--- src/rtl/key_pkg.sv ---
// Shared types for the key debouncer: FSM state encoding and counter sizing.
package key_pkg;

  typedef enum logic [1:0] {
    IDLE,
    PRESS_WAIT,
    HELD,
    RELEASE_WAIT
  } key_state_e;

  // Counter must hold the larger of the debounce and long-press limits.
  function automatic int cnt_width(input int stable_cycles, input int long_cycles);
    int top;
    top = (stable_cycles > long_cycles) ? stable_cycles : long_cycles;
    return $clog2(top + 1);
  endfunction

endpackage

--- src/rtl/sync_2ff.sv ---
// Two-flop synchronizer for one asynchronous input bit.
module sync_2ff (
  input  logic clk,
  input  logic rst,
  input  logic d,
  output logic q
);

  logic meta;

  // NOTE: sequential state uses non-blocking assignments so both flops
  // sample their inputs before either updates.
  always_ff @(posedge clk or negedge rst) begin
    if (!rst) begin
      meta <= 1'b0;
      q    <= 1'b0;
    end else begin
      meta <= d;
      q    <= meta;
    end
  end

endmodule

--- src/rtl/key_debounce.sv ---
// Pushbutton debouncer with press/release strobes and a run/pause toggle.
// Optional long-press strobe when KEY_LONGPRESS_EN is defined.
module key_debounce
  import key_pkg::*;
#(
  parameter int STABLE_CYCLES = 3,
  parameter int LONG_CYCLES   = 100,
  parameter bit RUN_INIT      = 1'b1
) (
  input  logic clk,
  input  logic rst,
  input  logic btn,
  output logic btn_level,
  output logic press_pulse,
  output logic release_pulse,
  output logic run_en,
  output logic long_pulse
);

  localparam int CW = cnt_width(STABLE_CYCLES, LONG_CYCLES);
  localparam logic [CW-1:0] STABLE_LAST = CW'(STABLE_CYCLES - 1);

  logic          s;
  key_state_e    state, prev_state, state_nxt;
  logic [CW-1:0] cnt, cnt_nxt, cnt_inc;
  logic          press_evt, release_evt;

  sync_2ff u_sync (
    .clk (clk),
    .rst (rst),
    .d   (btn),
    .q   (s)
  );

  assign cnt_inc = (cnt == '1) ? cnt : cnt + CW'(1);

  always_ff @(posedge clk or negedge rst) begin
    if (!rst) begin
      state      <= IDLE;
      prev_state <= IDLE;
      cnt        <= '0;
    end else begin
      state      <= state_nxt;
      prev_state <= state;
      cnt        <= cnt_nxt;
    end
  end

  // NOTE: defaults first so every path assigns every output -- no latches.
  always_comb begin
    state_nxt = state;
    cnt_nxt   = cnt;
    unique case (state)
      IDLE: begin
        if (s) begin
          state_nxt = PRESS_WAIT;
          cnt_nxt   = CW'(1);
        end else begin
          cnt_nxt = '0;
        end
      end
      PRESS_WAIT: begin
        if (!s) begin
          state_nxt = IDLE;
          cnt_nxt   = '0;
        end else if (cnt >= STABLE_LAST) begin
          state_nxt = HELD;
          cnt_nxt   = '0;
        end else begin
          cnt_nxt = cnt_inc;
        end
      end
      HELD: begin
        if (!s) begin
          state_nxt = RELEASE_WAIT;
          cnt_nxt   = CW'(1);
        end else begin
`ifdef KEY_LONGPRESS_EN
          cnt_nxt = (cnt >= CW'(LONG_CYCLES)) ? cnt : cnt_inc;
`else
          cnt_nxt = '0;
`endif
        end
      end
      RELEASE_WAIT: begin
        if (s) begin
          state_nxt = HELD;
          cnt_nxt   = '0;
        end else if (cnt >= STABLE_LAST) begin
          state_nxt = IDLE;
          cnt_nxt   = '0;
        end else begin
          cnt_nxt = cnt_inc;
        end
      end
    endcase
  end

  // Events are seen one cycle after the qualifying transition and are
  // registered once more, giving the 2+STABLE_CYCLES press latency.
  always_comb begin
    press_evt   = (state == HELD) && (prev_state == PRESS_WAIT);
    release_evt = (state == IDLE) && (prev_state == RELEASE_WAIT);
  end

  always_ff @(posedge clk or negedge rst) begin
    if (!rst) begin
      btn_level     <= 1'b0;
      press_pulse   <= 1'b0;
      release_pulse <= 1'b0;
      run_en        <= RUN_INIT;
    end else begin
      press_pulse   <= press_evt;
      release_pulse <= release_evt;
      if (press_evt) begin
        btn_level <= 1'b1;
        run_en    <= ~run_en;
      end else if (release_evt) begin
        btn_level <= 1'b0;
      end
    end
  end

`ifdef KEY_LONGPRESS_EN
  logic long_done;
  logic long_evt;

  // long_done keeps a release bounce back into HELD from firing twice.
  assign long_evt = (state == HELD) && (cnt == CW'(LONG_CYCLES)) && !long_done;

  always_ff @(posedge clk or negedge rst) begin
    if (!rst) begin
      long_pulse <= 1'b0;
      long_done  <= 1'b0;
    end else begin
      long_pulse <= long_evt;
      if (long_evt)
        long_done <= 1'b1;
      else if (state == IDLE)
        long_done <= 1'b0;
    end
  end
`else
  assign long_pulse = 1'b0;
`endif

endmodule
--- config.mk ---
export PLATFORM = sky130hd
export DESIGN_NAME = key_debounce
export DESIGN_NICKNAME = d
export VERILOG_FILES = /design/src/rtl/key_pkg.sv /design/src/rtl/sync_2ff.sv /design/src/rtl/key_debounce.sv
export SDC_FILE = /design/constraint.sdc
export NUM_CORES = 1
export LEC_CHECK = 0
export CAP_MARGIN = 20
export CORE_MARGIN = 2
export CORE_UTILIZATION = 35
export CTS_CLUSTER_SIZE = 30
export DETAILED_ROUTE_END_ITERATION = 8
export SYNTH_ARGS = -nofsm -noshare
export SYNTH_HDL_FRONTEND = slang
export SYNTH_SLANG_ARGS = --single-unit
--- constraint.sdc ---
create_clock -name clk -period 3.17 [get_ports clk]
set_clock_uncertainty 0.05 [all_clocks]
set_input_delay 0.634 -clock clk [delete_from_list [all_inputs] [get_ports clk]]
set_output_delay 0.634 -clock clk [all_outputs]
set_load 0.01 [all_outputs]
After elaboration in Yosys (flattened, before gate mapping)
Index checks and enable logic that the tools add are counted.
{"block": "op_classes", "bitwise": 1, "reduce_logical": 5, "n_addsub": 1, "order_cmp": 1, "mux": 16, "eq_ne": 10}
{"op": "$mux 7", "n": 4}
{"op": "$pmux 7 s4", "n": 1}
{"op": "$mux 2", "n": 6}
{"op": "$pmux 2 s4", "n": 1}
{"op": "$add 7x1->7 const B", "n": 1}
{"op": "$eq 7x7->1 const B", "n": 1}
{"op": "$ge 7x2->1 const B", "n": 1}
{"op": "$eq 2x2->1 const B", "n": 3}
{"op": "$eq 2x1->1 const B", "n": 2}
{"op": "$mux 1", "n": 4}
{"op": "$reduce_and 4->1", "n": 1}
{"op": "$ne 3x2->1 const B", "n": 1}
{"op": "$ne 3x3->1 const B", "n": 1}
{"op": "$logic_and 1x1->1", "n": 2}
{"op": "$logic_not 2->1", "n": 1}
{"op": "$ne 2x1->1 const B", "n": 1}
{"op": "$ne 2x2->1 const B", "n": 1}
{"op": "$reduce_bool 2->1", "n": 1}
{"op": "$not 1->1", "n": 1}
{"block": "totals", "output_inout_bits": 5, "elab_cells": 43, "in_bits": 3, "ff_bits": 17}

Logic depth before layout (Yosys ltp)
Gate-level depths: netlist (run 1).
{"block": "depth", "word_depth": 5, "ltp_mapped": 5, "mapped_depth_nobuf": 5}

Modules after synthesis
Synthesis (run 1) repeated with hierarchy kept, for this count alone.
{"block": "unflattened", "hier_cells": 44, "hier_area_um2": 645.6}
{"module": "key_debounce", "seq_area_each_um2": 376.6, "instances": 1, "area_per_inst_um2": 595.6, "cells_each": 42}
{"module": "sync_2ff", "seq_area_each_um2": 50.0, "instances": 1, "area_per_inst_um2": 50.0, "cells_each": 2}

Least setup slack after synthesis (run 1)
No wires, ideal clock.
{"block": "synth_timing", "path_kind": "register to register", "from": "register cnt[0]", "to": "register cnt[1]", "setup_time_ns": 0.078, "stages_incl_launch_ff": 6, "t_arrival_ns": 1.673, "period_less_slack_ns": 1.801, "t_required_ns": 3.042, "path_buffers": 0, "slack_ns": 1.369, "cell_sequence": "dfrtp_1 -> inv_1 -> ha_1 -> or4_4 -> or4b_1 -> a21oi_1"}
{"block": "synth_between", "elab_chain_cells": 5, "elab_cells_between_ends": 8, "classes_between": "add/sub (1); order compare (1); eq/ne (1); mux (5)"}
{"item": "start, declared", "line": "key_debounce.sv:25", "text": "logic [CW-1:0] cnt, cnt_nxt, cnt_inc;"}
{"item": "start signal, assigned", "line": "key_debounce.sv:45", "text": "cnt <= cnt_nxt;"}
{"item": "$add 7x1->7 or $eq 7x7->1 (tied branches)", "line": "key_debounce.sv:35", "text": "assign cnt_inc = (cnt == '1) ? cnt : cnt + CW'(1);"}
{"item": "$mux 7", "line": "key_debounce.sv:35"}
{"item": "$mux 7 *", "line": "key_debounce.sv:66, key_debounce.sv:89"}
{"item": "$mux 7, on equally long branches", "line": "key_debounce.sv:86, key_debounce.sv:63"}
{"item": "$pmux 7 s4 *", "line": "key_debounce.sv:53", "text": "unique case (state)"}
{"item": "via cnt_nxt[1]", "line": "key_debounce.sv:25"}
The timed path passes the listed nets; every way through them passes the cells marked *.
A chain may end at the register's enable or synchronous reset.

Worst setup path after layout (run 1)
{"block": "layout_timing", "from": "register run_en", "to": "output port run_en"}
{"item": "start, declared", "line": "key_debounce.sv:16", "text": "output logic run_en,"}
{"item": "start signal, assigned", "line": "key_debounce.sv:117", "text": "run_en <= ~run_en;"}
No word-level cell between the ends.

==> impl_metrics.yaml, run 1 <==
pwr:
  power_density_nw_per_um2: 756.7
  power_w: 0.0005511
  irDropWorstVdd_mv: 0.3559
  power_leakage_nw: 0.3273
cells_and_area:
  final_cell_mix: "dfrtp_1, clkdlybuf4s50_1, conb_1"
  drive_above_1_share: 0.1296
  fillers: 152
  multi_input_area_um2: 186.4
  syn2layout_area_growth_pct: 18.78
  layout_commonest_cell: "dfrtp_1"
  post-route-util: 0.4311
  num_antenna_cells: 0
  area.sequential_um2: 426.7
  num-nets-final: 60
global_route:
  grtUsageTotal: 0.1014
  antenna_found_initial: 0
  grt_max_degree: 18
  grt_first_pass_wirelength_mm: 1.338
  grt_pass1_vias: 299
  grt_overflow: 0
place:
  portBuffers: 6
  hpwl_um: 569.3
  gp_congestion: 0.7211
  post-place-ws_ns: 1.277
cts:
  root_buffer: "clkbuf_4"
  cts_hold_buf: 0
  clock-sinks: 17
  clk_pin_slew_worst_paths_ns: 0.09
  cts_buffers: 3
  clk_latency_ns: 0.28
  cts_max_level: 1
  cts_resized: 0
  cts_tree: "built"
  post_cts_buffers: 0
  cts.path.max_buffers: 2
setup_path:
  critPathMaxStageDelay_ns: 0.54
  critical_path_class: "reg2out"
  required_ns: 2.49
  worstSetupEndpointType: "output pin"
  crit_chain: "clkdlybuf4s50_1"
  path_max_fanout: 2
  worstSetupStartpointType: "flop"
  path_buf_inv: 1
  crit_path_top_delay_cell: "dfstp_2"
  arrival_ns: 1.35
  crit_family: "flip-flops"
floorplan:
  initial_core_util: 0.3630
  dieHeight_um: 45.86
  dieArea_um2: 2103
  core_area_um2: 1689
  io_pins: 8
  row_count: 15
  die_w_um: 45.86
routing:
  dr.pass1.iters: 1
  num_vias: 336
  routedWlPerCell_um: 11.17
  ant_nets: 0
  drt_wl_total_um: 793
  drc: 0
  drtIter0Drc: 0
  avgViaCountPerCell: 4.732
logic_synthesis:
  synth_edf_count: 0
  async_reset_ff_frac: 1.000
  synth_warnings: 0
  synthTopCellsByArea: "dfrtp_1, dfstp_2, ha_1"
  synth_seq_area_share: 0.6959
  ys.flop_type: "dfrtp_1"
  syn_area_um2: 613.1
  avgSynthCellArea_um2: 14.95
  netlist.area_leader.share: 0.6531
  yosys.area.top_type: "dfrtp_1"
  synth_cells: 41
  ys_types: 20
  ys_ff_latch: 17
timing:
  max_freq_ghz: 0.4908
  grt_setup_unrepaired: "no"
  tightest_slew_ns: 0.7198
  tns_ns: 0
  fin_crit_ns: 2.038
  finalSetupViolCount: 0
  fin_crit_sh: 0.6428
  maxSlewHeadroom: 0.5186
  maxSlewViolCount: 0
  setup_slack_ns: 1.132
  timing.final.hold_violations: 0
worst_hold_path:
  hp-class: "reg2reg"
run_status:
  outcome: "finished, final reports clean"
run:
  cap_violations: 0
==> metrics by stage <==
step	hold WS, ns	std cells	instance area (um^2)
after global placement	0.2905	67	701.9
after CTS	0.3261	71	728.2
final	0.3180	71	728.2
after global routing	0.3297	71	728.2
after detailed placement	0.3005	67	701.9
after floorplan	0.2812	45	628.1
==> sequential cells by signal (all words and copies together), names as in the netlist, named ones only <==
name and flops:
press_pulse 1, u_sync.q 1, state 1, run_en 1, u_sync.meta 1, prev_state 2
cnt 7, release_pulse 1, btn_level 1
==> report_power, final <==
group / total [W] / switching [W] / leakage, nW / internal (W)
clock network: 0.000111 / 0.0000622 / 0.0150 / 0.0000489
logic: 0.000127 / 0.0000501 / 0.104 / 0.0000768
registers: 0.000313 / 0.0000373 / 0.208 / 0.000276
==> cells by family after synthesis <==
kind of cell	synth area share
AND/OR/NAND/NOR	0.1224
flip-flops	0.6959
AO/OA/AOI/OAI	0.04898
multiplexers	0.01837
XOR/XNOR	0.04286
buffers and inverters	0.02450
other	0.006117
adder cells (fa/ha/maj)	0.04081
==> metal layers <==
layer | track usage | share of wire
met1 | 0.1202 | 0.47
met2 | 0.1278 | 0.44
met3 | 0.04762 | 0.052
met4 | 0.1029 | 0.033
met5 | 0 | 0
==> cells in the mapped netlist, types with 2 or more instances <==
master	n
dfrtp_1	16
a21oi_1	2
ha_1	2
inv_1	2
nor2b_1	2
nor4bb_1	2
xnor2_1	2
==> cell type report <==
type                       count  share of cell area
timing repair buffer           6             0.08247
tap                           17             0.02921
sequential                    17              0.5859
multi-input combinational     25              0.2560
clock buffer                   4             0.03608
inverter                       2             0.01031
==> worst paths after layout <==
check,from,to,slack [ns],cells after the start
setup / recovery,run_en,run_en,1.13,1
hold / removal,u_sync.meta,u_sync.q,0.32,0
setup reg to reg,cnt[0],cnt[1],1.28,5
hold reg to reg,u_sync.meta,u_sync.q,0.32,0
max in group asynchronous,rst,cnt[2],1.89,1
min in group asynchronous,rst,press_pulse,0.72,1
Note: power is estimated with default switching activity, not from simulation.
==> inputs of run 2 (changes only) <==
- clock period: 3.17 -> 2.1 ns (I/O delays scaled with it)
==> impl_metrics.yaml, run 2 (synthesis results as in run 1) <==
cells_and_area:
  num-nets-final: 61
  drive_above_1_share: 0.1455
  num_antenna_cells: 0
  syn2layout_area_growth_pct: 20.00
  fillers: 161
  stdcell_area_um2: 735.7
  layout_commonest_cell: "dfrtp_1"
  largest_reg_flops: 7
  final_cell_mix: "dfrtp_1, clkdlybuf4s50_1, conb_1"
  reg_top3: "cnt (7), prev_state (2)"
  regMostFlops: "cnt"
setup_path:
  path_buf_inv: 1
  required_ns: 2.26
  arrival_ns: 2.06
  critPathMaxStageDelay_ns: 0.53
  critical_path_class: "reg2reg"
  reg2regPathDepth: 5
  worstSetupEndpointType: "flop"
  crit_chain: "inv_1 > ha_1 > or4_4 > or4b_1 > a21oi_1"
  crit_path_top_delay_cell: "or4b_1"
  crit_family: "simple AND/OR/NAND/NOR gates"
  r2r_slack_ns: 0.20
  worstSetupStartpointType: "flop"
  path_max_fanout: 3
  crit_cells: 5
global_route:
  grt_pass1_vias: 324
  grt_max_degree: 18
  grtUsageTotal: 0.1012
  grt_first_pass_wirelength_mm: 1.352
  grt_overflow: 0
  antenna_found_initial: 0
place:
  hpwl_um: 539.1
  post-place-ws_ns: 0.2077
  dpl-instance-area_um2: 709.4
  portBuffers: 6
  gp_congestion: 0.7433
routing:
  drc: 0
  drtIter0Drc: 1
  num_vias: 340
  avgViaCountPerCell: 4.722
  ant_nets: 0
  routedWlPerCell_um: 10.42
  dr.pass1.iters: 2
  drt_wl_total_um: 750
pwr:
  power_leakage_nw: 0.3321
  seqPwrFrac: 0.568
  irDropWorstVdd_mv: 0.6756
  p_clk_frac: 0.201
  switchingPower_w: 0.0002204
  p_int_w: 0.0006068
  power_frac_comb: 0.231
  power_w: 0.0008273
  power_density_nw_per_um2: 1124
  swShare: 0.2665
timing:
  max_freq_ghz: 0.5275
  timing.final.hold_violations: 0
  tns_ns: 0
  maxSlewViolCount: 0
  fin_crit_sh: 0.9027
  maxSlewHeadroom: 0.6687
  finalSetupViolCount: 0
  grt_setup_unrepaired: "no"
  setup_slack_ns: 0.2043
  tightest_slew_ns: 0.4903
  fin_crit_ns: 1.896
cts:
  cts_tree: "built"
  cts_max_level: 1
  root_buffer: "clkbuf_4"
  post_cts_buffers: 0
  cts.path.max_buffers: 2
  cts_buffers: 3
  clk_latency_ns: 0.28
  cts_hold_buf: 0
  clk_pin_slew_worst_paths_ns: 0.09
  clock-sinks: 17
  cts_resized: 0
floorplan:
  die_w_um: 45.86
  core_area_um2: 1689
  row_count: 15
  dieHeight_um: 45.86
  io_pins: 8
  dieArea_um2: 2103
  initial_core_util: 0.3630
run_status:
  outcome: "finished, final reports clean"
worst_hold_path:
  hp-class: "reg2reg"
  hold_depth: 0
run:
  cap_violations: 0
[run 2: cell count changes in the layout (fill, tap and decap cells not counted), sizes merged]
cell and change:
buf +1
[run 2: final timing paths]
path / from / end
worst max register to register: cnt[0] / cnt[1]
max in group asynchronous: rst / run_en
worst min register to register: u_sync.meta / u_sync.q
min in group asynchronous: rst / cnt[0]
worst max-delay path: cnt[0] / cnt[1]
worst min-delay path: u_sync.meta / u_sync.q
[run 2: cell type report]
type,instances,area [um^2],area share
clock buffers,4,26.28,0.03571
inverters,2,7.507,0.01020
multi-input cells,25,186.4,0.2534
flip-flops and latches,17,426.7,0.5799
well taps,17,21.27,0.02891
repair buffers,7,67.56,0.09184
[run 2: per-layer routing]
| metal | share of wire | vias up | wire (um) | track usage |
|---|---|---|---|---|
| li1 | - | 170 | - | - |
| met1 | 0.46 | 157 | 346 | 0.1117 |
| met2 | 0.42 | 9 | 315 | 0.1444 |
| met3 | 0.049 | 4 | 37 | 0.02381 |
| met4 | 0.067 | 0 | 50 | 0.1200 |
| met5 | 0 | - | 0 | 0 |
[run 2: worst register-to-register path, stage by stage (launching register included)]
cell     delay (ns)
dfrtp_1        0.38
inv_1          0.05
ha_1           0.19
or4_4          0.48
or4b_1         0.53
a21oi_1        0.14
[run 2: through the flow]
step / cells / utilization / hold slack [ns]
floorplan: 45 / - / 0.07441
global placement: 68 / 0.4200 / 0.2903
detailed placement: 68 / 0.4200 / 0.2965
CTS: 72 / 0.4356 / 0.3170
global route: 72 / 0.4356 / 0.3301
finish: 72 / 0.4356 / 0.3139
[run 2: power groups by stage]
stage	registers, W	clock network (W)	logic, W
2_1_floorplan	0.000483	0	0.0000990
6_report	0.000470	0.000166	0.000191
3_3_place_gp	0.000476	0	0.000193
3_5_place_dp	0.000478	0	0.000195
5_1_grt	0.000482	0.000191	0.000211
4_1_cts	0.000472	0.000175	0.000195
==> inputs of run 3 (changes only) <==
- CORE_UTILIZATION: 35 -> 40
- CTS_CLUSTER_DIAMETER: unset -> 150
==> impl_metrics.yaml, run 3 (synthesis results as in run 1) <==
run:
  cap_violations: 0
setup_path:
  path_max_fanout: 3
  worstSetupStartpointType: "flop"
  critPathMaxStageDelay_ns: 0.53
  worstSetupEndpointType: "flop"
  crit_path_top_delay_cell: "or4b_1"
  required_ns: 2.26
  arrival_ns: 2.08
  crit_chain: "inv_1 > ha_1 > or4_4 > or4b_1 > a21oi_1"
  critical_path_class: "reg2reg"
  r2r_slack_ns: 0.18
cts:
  cts_tree: "built"
  clk_pin_slew_worst_paths_ns: 0.09
  cts_buffers: 3
  cts_max_level: 1
  post_cts_buffers: 0
  clock-sinks: 17
  cts_resized: 0
  cts_hold_buf: 0
  cts.path.max_buffers: 2
  root_buffer: "clkbuf_4"
  clk_latency_ns: 0.28
floorplan:
  core_area_um2: 1471
  dieArea_um2: 1862
  row_count: 14
  die_w_um: 43.15
  dieHeight_um: 43.15
  io_pins: 8
  initial_core_util: 0.4167
pwr:
  p_int_w: 0.0006069
  irDropWorstVdd_mv: 0.6164
  swShare: 0.2707
  p_clk_frac: 0.200
  seqPwrFrac: 0.570
  power_leakage_nw: 0.3321
  switchingPower_w: 0.0002252
  power_frac_comb: 0.230
  power_density_nw_per_um2: 1133
cells_and_area:
  syn2layout_area_growth_pct: 19.80
  largest_reg_flops: 7
  final_cell_mix: "dfrtp_1, clkdlybuf4s50_1, conb_1"
  num-nets-final: 61
  fillers: 141
  layout_commonest_cell: "dfrtp_1"
  area.sequential_um2: 426.7
  fin_cells: 71
  num_antenna_cells: 0
  stdcell_area_um2: 734.5
  reg_top3: "cnt (7), prev_state (2)"
  multi_input_area_um2: 186.4
  regMostFlops: "cnt"
  drive_above_1_share: 0.1455
routing:
  drc: 0
  drtIter0Drc: 0
  ant_nets: 0
  drt_wl_total_um: 828
  routedWlPerCell_um: 11.66
  avgViaCountPerCell: 4.732
  dr.pass1.iters: 1
  num_vias: 336
place:
  gp_congestion: 0.7146
  dpl-instance-area_um2: 708.2
  portBuffers: 6
  hpwl_um: 657.7
  dp_cells: 67
  post-place-ws_ns: 0.1964
timing:
  fin_crit_ns: 1.917
  timing.final.hold_violations: 0
  max_freq_ghz: 0.5216
  maxSlewHeadroom: 0.6554
  tightest_slew_ns: 0.5099
  setup_slack_ns: 0.1827
  tns_ns: 0
  maxSlewViolCount: 0
  fin_crit_sh: 0.9130
  finalSetupViolCount: 0
  grt_setup_unrepaired: "no"
global_route:
  grt_overflow: 0
  grt_pass1_vias: 364
  grt_max_degree: 18
  grt_first_pass_wirelength_mm: 1.449
  antenna_found_initial: 0
  grtUsageTotal: 0.1031
run_status:
  outcome: "finished, final reports clean"
worst_hold_path:
  hp-class: "reg2reg"
-- run 3: layer usage --
layer,GRT usage,wire length [um],vias up
li1,-,-,162
met4,0.03636,0,0
met1,0.1278,377,164
met5,0,0,-
met3,0.02979,54,0
met2,0.1701,396,10
-- run 3: stage by stage --
stage	util	power, W	hold slack (ns)
after floorplan	-	0.0005818	0.07441
after global placement	0.4813	0.0006680	0.2917
after detailed placement	0.4813	0.0006778	0.3094
after CTS	0.4992	0.0008411	0.3352
after global routing	0.4992	0.0008854	0.3435
final	0.4992	0.0008322	0.3298
-- run 3: worst paths after layout --
kind                              from        to  depth (start not counted)
max reg2reg                     cnt[0]    cnt[1]                          5
max                             cnt[0]    cnt[1]                          5
min in group asynchronous          rst    cnt[0]                          2
min reg2reg                u_sync.meta  u_sync.q                          0
min                        u_sync.meta  u_sync.q                          0
max in group asynchronous          rst    run_en                          2
-- run 3: cell type report --
| type | instances | share of cell area |
|---|---|---|
| Tap cell | 16 | 0.02726 |
| Clock buffer | 4 | 0.03578 |
| Timing Repair Buffer | 7 | 0.09199 |
| Sequential cell | 17 | 0.5809 |
| Inverter | 2 | 0.01022 |
| Multi-Input combinational cell | 25 | 0.2538 |
-- run 3: power groups by stage --
stage | sequential, W | clock (W) | combinational [W]
after detailed placement | 0.000484 | 0 | 0.000194
after global placement | 0.000476 | 0 | 0.000192
final | 0.000475 | 0.000166 | 0.000191
after floorplan | 0.000483 | 0 | 0.0000990
after global routing | 0.000488 | 0.000184 | 0.000214
after CTS | 0.000477 | 0.000168 | 0.000196
-- run 3: worst max-delay path: cells and delay by family (launching register included) --
family / cells / cell delay [ns]
and+or+nand+nor: 2 / 1.01
buffers and inverters: 1 / 0.06
AOI/OAI and AO/OA: 1 / 0.14
adders and majority gates: 1 / 0.19
DFF: 1 / 0.39
